<file path="src/rtl/instruction_sequencer.sv">
// Fetch/dispatch controller: fetches 3-byte instructions from synchronous RAM, resolves
// NOP/JMP/JZ/HALT locally and offers all other opcodes to the control unit via valid/ready.
module instruction_sequencer #(
    parameter logic [7:0]  RESET_PC = 8'h00,
    parameter int unsigned CNT_W    = 16
) (
    input  logic             clk,
    input  logic             rst,
    input  logic             run,
    output logic             ram_rd,
    output logic [7:0]       ram_addr,
    input  logic [7:0]       ram_rdata,
    input  logic             zero_flag,
    output logic [23:0]      cmd_word,
    output logic             cmd_valid,
    input  logic             cmd_ready,
    output logic [7:0]       pc,
    output logic             halted,
    output logic             busy,
    output logic [CNT_W-1:0] retired
);

    localparam logic [7:0] OP_NOP  = 8'h00;
    localparam logic [7:0] OP_JMP  = 8'h80;
    localparam logic [7:0] OP_JZ   = 8'h81;
    localparam logic [7:0] OP_HALT = 8'hFF;

    typedef enum logic [2:0] {IDLE, F0, F1, F2, F3, DISPATCH, HALT} state_t;

    state_t     state;
    logic [7:0] opcode;
    logic [7:0] operand1;
    logic [7:0] cur_op;
    logic       is_local;
    logic       retire;

    // Dispatch decodes the assembled command word so it stays stable while waiting.
    assign cur_op   = cmd_word[23:16];
    assign is_local = (cur_op == OP_NOP) || (cur_op == OP_JMP) ||
                      (cur_op == OP_JZ)  || (cur_op == OP_HALT);
    assign retire   = (state == DISPATCH) && (is_local || cmd_ready);

    assign ram_rd    = (state == F0) || (state == F1) || (state == F2);
    assign ram_addr  = ram_rd ? pc : '0;
    assign cmd_valid = (state == DISPATCH) && !is_local;
    assign halted    = (state == HALT);
    assign busy      = (state != IDLE) && (state != HALT);

    always_ff @(posedge clk) begin
        if (rst) begin
            state    <= IDLE;
            pc       <= RESET_PC;
            opcode   <= '0;
            operand1 <= '0;
            cmd_word <= '0;
            retired  <= '0;
        end else begin
            case (state)
                IDLE: begin
                    if (run) state <= F0;
                end
                F0: begin
                    pc    <= pc + 8'd1;
                    state <= F1;
                end
                F1: begin
                    opcode <= ram_rdata;
                    pc     <= pc + 8'd1;
                    state  <= F2;
                end
                F2: begin
                    operand1 <= ram_rdata;
                    pc       <= pc + 8'd1;
                    state    <= F3;
                end
                F3: begin
                    cmd_word <= {opcode, operand1, ram_rdata};
                    state    <= DISPATCH;
                end
                DISPATCH: begin
                    if (retire) begin
                        if (retired != '1) retired <= retired + CNT_W'(1);
                        if (cur_op == OP_JMP || (cur_op == OP_JZ && zero_flag))
                            pc <= cmd_word[15:8];
                        if (cur_op == OP_HALT) state <= HALT;
                        else                   state <= run ? F0 : IDLE;
                    end
                end
                HALT: state <= HALT;
                default: state <= IDLE;
            endcase
        end
    end

endmodule

</file>
<file path="config.mk">
export PLATFORM = sky130hd
export DESIGN_NAME = instruction_sequencer
export DESIGN_NICKNAME = d
export VERILOG_FILES = /design/src/rtl/instruction_sequencer.sv
export SDC_FILE = /design/constraint.sdc
export NUM_CORES = 1
export LEC_CHECK = 0
export CAP_MARGIN = 5
export CORE_UTILIZATION = 50
export CTS_CLUSTER_SIZE = 40
export DETAILED_ROUTE_END_ITERATION = 7
export PLACE_DENSITY = 0.83
export SLEW_MARGIN = 20
export SYNTH_ARGS = -nofsm -noshare
export SYNTH_HDL_FRONTEND = slang
export SYNTH_SLANG_ARGS = --single-unit
</file>
<file path="constraint.sdc">
create_clock -name clk -period 4.3 [get_ports clk]
set_input_delay 0.645 -clock clk [delete_from_list [all_inputs] [get_ports clk]]
set_output_delay 0.645 -clock clk [all_outputs]
set_load 0.01 [all_outputs]
</file>
# Word level (Yosys, flattened, before mapping)

Cells that the tools add are included.

Add/sub/neg operators: 2
Equal/unequal tests: 14
Muxes and demuxes: 9
Reduce and logical (&&, ||, !) cells: 20

Operators by type and width:

| kind                  | count |
|---|---|
| $eq 8x8->1 const B    | 3 |
| $mux 8                | 3 |
| $pmux 3 s7            | 1 |
| $add 16x1->16 const B | 1 |
| $ne 16x16->1 const B  | 1 |
| $pmux 8 s2            | 1 |
| $eq 3x3->1 const B    | 3 |
| $mux 3                | 3 |
| $add 8x1->8 const B   | 1 |
| $logic_not 8->1       | 1 |
| $logic_or 1x1->1      | 7 |
| $eq 3x2->1 const B    | 2 |
| $reduce_and 3->1      | 2 |
| $logic_and 1x1->1     | 4 |
| $ne 2x2->1 const B    | 2 |
| $eq 3x1->1 const B    | 1 |
| $logic_not 3->1       | 1 |
| $ne 3x3->1 const B    | 1 |
| $reduce_bool 3->1     | 1 |
| $reduce_or 3->1       | 1 |
| $ne 2x1->1 const B    | 1 |
| $reduce_and 2->1      | 1 |
| $reduce_bool 2->1     | 1 |
| $logic_not 1->1       | 1 |
| $mux 1                | 1 |

Register bits: 67
Output and inout bits: 60
Word-level logic and storage cells: 51

# Longest topological paths before layout

Depth after elaboration: 8
Gate-level depth with buffers: 7
Depth with buffers taken out: 6

# Worst setup path after synthesis

No wires, ideal clock.

Path type: reg2reg
Start: reg retired[0]
End: reg retired[15]
Setup time: 121 ps
Data arrival time: 1740 ps
Setup slack: 2439 ps
Stages on the path, launching flop included: 8
Path buffers: 1
Period minus slack after synthesis: 1861 ps
Cells stage by stage: dfxtp_1 ha_1 nand4_1 nor4_1 or3_4 buf_6 nor3_1 mux2_2

Word-level cells in the longest chain between the ends: 2
Elaborated cells between the ends (all ways): 3

Ends and longest elaborated chain:

| what                                                  | line | RTL |
|---|---|---|
| start: declaration                                    | 20   | `output logic [CNT_W-1:0] retired` |
| start signal: assignment                              | 82   | `if (retired != '1) retired <= retired + CNT_W'(1);` |
| branches (longest 2 deep; another with $add 16x1->16) | -    |  |

Several ways; the timed one is not identified.
A chain may end at the register's enable or synchronous reset.

# Worst setup path after layout

Start: reg state[1]
End: out ram_addr[0]

Word-level cells in the longest chain between the ends: 4
Elaborated cells between the ends (all ways): 6

Ends and longest elaborated chain:

| what                                            | line | RTL |
|---|---|---|
| start: declaration                              | 30   | `state_t state;` |
| start signal: assignment                        | 86   | `else state <= run ? F0 : IDLE;` |
| $eq 3x1->1 / $eq 3x2->1 (equally long branches) | 43   | `assign ram_rd = (state == F0) \|\| (state == F1) \|\| (state == F2);` |
| $logic_or 1x1->1                                | 43   |  |
| $logic_or 1x1->1 *                              | 43   |  |
| $mux 8 *                                        | 44   | `assign ram_addr = ram_rd ? pc : '0;` |
| end: declaration                                | 11   | `output logic [7:0] ram_addr,` |

Every way passes the cells marked *; elsewhere a longest branch is shown, timed or not.

==> results.tsv <==
stage	metric	value	unit
yosys	yosysUniqueCellTypes	50	
die	fp-row-count	27	
sta	max_freq	342.8	MHz
global_route	grt_max_degree	44	
die	design.core.area	5642	um2
yosys	synthArstFlopShare	0	%
cts	insertion_delay	0.36	ns
status	status	complete, no violations	
die	die_height	79.32	um
routing	wl_per_cell	14.50	um
finish	nNetsFinal	445	
finish	seq_area	1341	um2
cts	cts_hold_buffers	0	
routing	dr.first_iter.drc_count	222	
finish	final_util	69.53	%
routing	drtAntennaViolNets	0	
worst_setup_path	max_stage_delay	0.55	ns
yosys	synth_edf_count	0	
routing	drc	0	
cts	cts_max_path_buffers	2	
routing	wl	7.349	mm
global_route	grt_pass1_vias	2589	
power_and_ir_drop	p_leak	1.286	nW
worst_setup_path	path_cells	nor2_1 > nor2_1 > and2_1 > clkdlybuf4s50_1	
sta	rsz0062_at_grt	no	
global_route	antenna_found_initial	0	
global_route	grt_pass1_wl	12.11	mm
finish	area_delta_synth_final	31.23	%
die	initial_utilization	52.98	%
finish	drive_gt1_share	7.356	%
worst_setup_path	critPathKind	flop to primary output	
sta	period_needed	2.917	ns
worst_setup_path	path_max_fanout	12	
yosys	synthCells	368	
cts	h-tree-depth	3	
yosys	syn_area	2989	um2
cts	post_cts_resized	0	
worst_setup_path	reg2reg_slack	1.73	ns
sta	hold_viol	0	
cts	cts_buffers	9	
finish	fillers	455	
global_route	grt_overflow_total	0	
place	dp.cells	491	
cts	cts_setup_buffers	0	
yosys	synth.avg_cell_area	8.123	um2
cts	cts_sinks	67	
routing	viasPerCell	5.686	
worst_setup_path	critPathRequiredTime	3.65	ns
place	gp_congestion	0.8775	
min_path	hold_class	flop to flop	
sta	fin_crit_sh	67.84	%
finish	multi_input_area	1531	um2
worst_setup_path	worstPathArrival	2.27	ns
die	die_w	79.32	um
cts	root_buffer	clkbuf_8	
power_and_ir_drop	peakVddDrop	0.2952	mV
sta	skew	0.01076	ns
die	ios	73	
yosys	syn_nets	383	
sta	tightest_slew	0.8993	ns
sta	slew_violations	0	
sta	hold_ws	0.4552	ns
cts	clk_pin_slew_worst_paths	0.07	ns
worst_setup_path	critical_path.slowest_cell	clkdlybuf4s50_1	
yosys	yosysWarningCount	0	
worst_setup_path	crit_path_end_kind	primary output	
routing	first_pass_iters	5	
global_route	grt_util_all_layers	24.81	%
cts	cts_tree	built	
yosys	ys.flop_type	dfxtp_1	
yosys	ys_seq_area_share	44.87	%
finish	diodes	0	
worst_setup_path	critPathLaunchType	flop	
sta	relSlewSlack	39.93	%
sta	finalSetupViolations	0	
yosys	ys_ff_latch	67	
routing	num_vias	2883	
die	dieArea	6292	um2
worst_setup_path	crit_top_cell	nor2_1	
place	portBuffers	72	
place	hpwl	5.000	mm
power_and_ir_drop	power_density	331.4	nW/um2
finish	layout.cells.non_filler	507	
sta	tns	0	ns
job	maxCapViolations	0	
==> area by class of cell <==
type,count,area share [%]
Tap cell,72,2.297
Timing Repair Buffer,74,18.63
Inverter,5,0.4785
Multi-Input combinational cell,273,39.04
Clock inverter,6,1.850
Clock buffer,10,3.509
Sequential cell,67,34.19
==> registers in the layout, summed over array words and instances (netlist names) <==
register  count
state         3
opcode        8
retired      16
operand1      8
cmd_word     24
pc            8
==> synth_stat cells (2+ instances only) <==
library cell	number	share of area [%]
nor2b_1	3	0.63
a32oi_1	3	0.88
mux2_2	2	0.75
a21oi_1	47	7.9
inv_1	5	0.63
nand4_1	9	1.9
nand4b_1	2	0.59
nor3_1	2	0.33
or2_2	3	0.63
mux2i_1	8	2.7
and3_1	4	0.84
nor2_1	28	3.5
a211oi_1	2	0.50
and2_1	13	2.7
nor4_1	2	0.42
o21ai_0	8	1.3
nand3_1	7	1.2
o31ai_1	11	2.8
or3_1	2	0.42
dfxtp_1	67	45
or4_1	10	2.5
o21bai_1	2	0.50
ha_1	2	0.84
buf_2	3	0.50
nand2_1	78	9.8
nand2b_1	2	0.42
a311oi_1	2	0.59
clkbuf_1	19	2.4
==> worst paths after layout <==
check	from	endpoint	depth (start not counted)
worst min-delay path	operand1[3]	cmd_word[11]	2
worst max register to register	state[2]	retired[8]	4
worst max-delay path	state[1]	ram_addr[0]	4
worst min register to register	operand1[3]	cmd_word[11]	2
==> critical path: cells and delay by family, from the launching register on <==
family	cells	cell delay, ns
and+or+nand+nor	3	0.90
buffers and inverters	1	0.55
DFF	1	0.45
==> report_power, final <==
part	switching, W	internal, W	total, W
Combinational	0.0000569	0.0000453	0.000102
Sequential	0.0000142	0.000633	0.000647
Clock	0.000262	0.000289	0.000551
==> logic make-up after synthesis <==
logic type,after synthesis,share of synthesized area (%)
simple gates,174,29.05
fa+ha+maj,2,0.8370
buf+inv,28,3.893
mux,10,3.432
compound gates,87,17.92
flops,67,44.87
==> stage by stage <==
| stage | setup WS, ns | cell area [um2] | power (W) |
|---|---|---|---|
| 6_report | 1.383 | 3923 | 0.001300 |
| 4_1_cts | 1.427 | 3923 | 0.001309 |
| 3_3_place_gp | 1.781 | 3712 | 0.0007595 |
| 3_5_place_dp | 1.745 | 3712 | 0.0007618 |
| 2_1_floorplan | 2.439 | 2989 | 0.0007172 |
| 5_1_grt | 1.292 | 3923 | 0.001349 |
==> routing by layer <==
metal	vias to the layer above	share of wire, %	GRT usage, %
li1	1430	-	-
met1	1365	45	30.99
met2	74	49	39.83
met3	14	4.8	8.736
met4	0	1.5	7.818
met5	-	0	0
==> cell usage in the layout, fill, tap and decap left out, types with 2 or more instances in the layout <==
cell type / instances
inv_1: 5
buf_4: 2
o21ai_0: 8
a211oi_1: 2
a21oi_1: 47
o31ai_1: 11
nor3_1: 2
nand2b_1: 2
nor2_1: 28
inv_6: 2
o21bai_1: 2
mux2_2: 2
nor4_1: 2
a32oi_1: 3
mux2i_1: 8
dfxtp_1: 67
a311oi_1: 2
or3_1: 2
clkdlybuf4s50_1: 71
clkinv_4: 2
nand4_1: 9
or2_2: 3
nand2_1: 78
ha_1: 2
and2_1: 13
and3_1: 4
nor2b_1: 3
nand4b_1: 2
nand3_1: 7
or4_1: 10
clkbuf_8: 10
No activity file was read; power rests on OpenSTA's default activity.
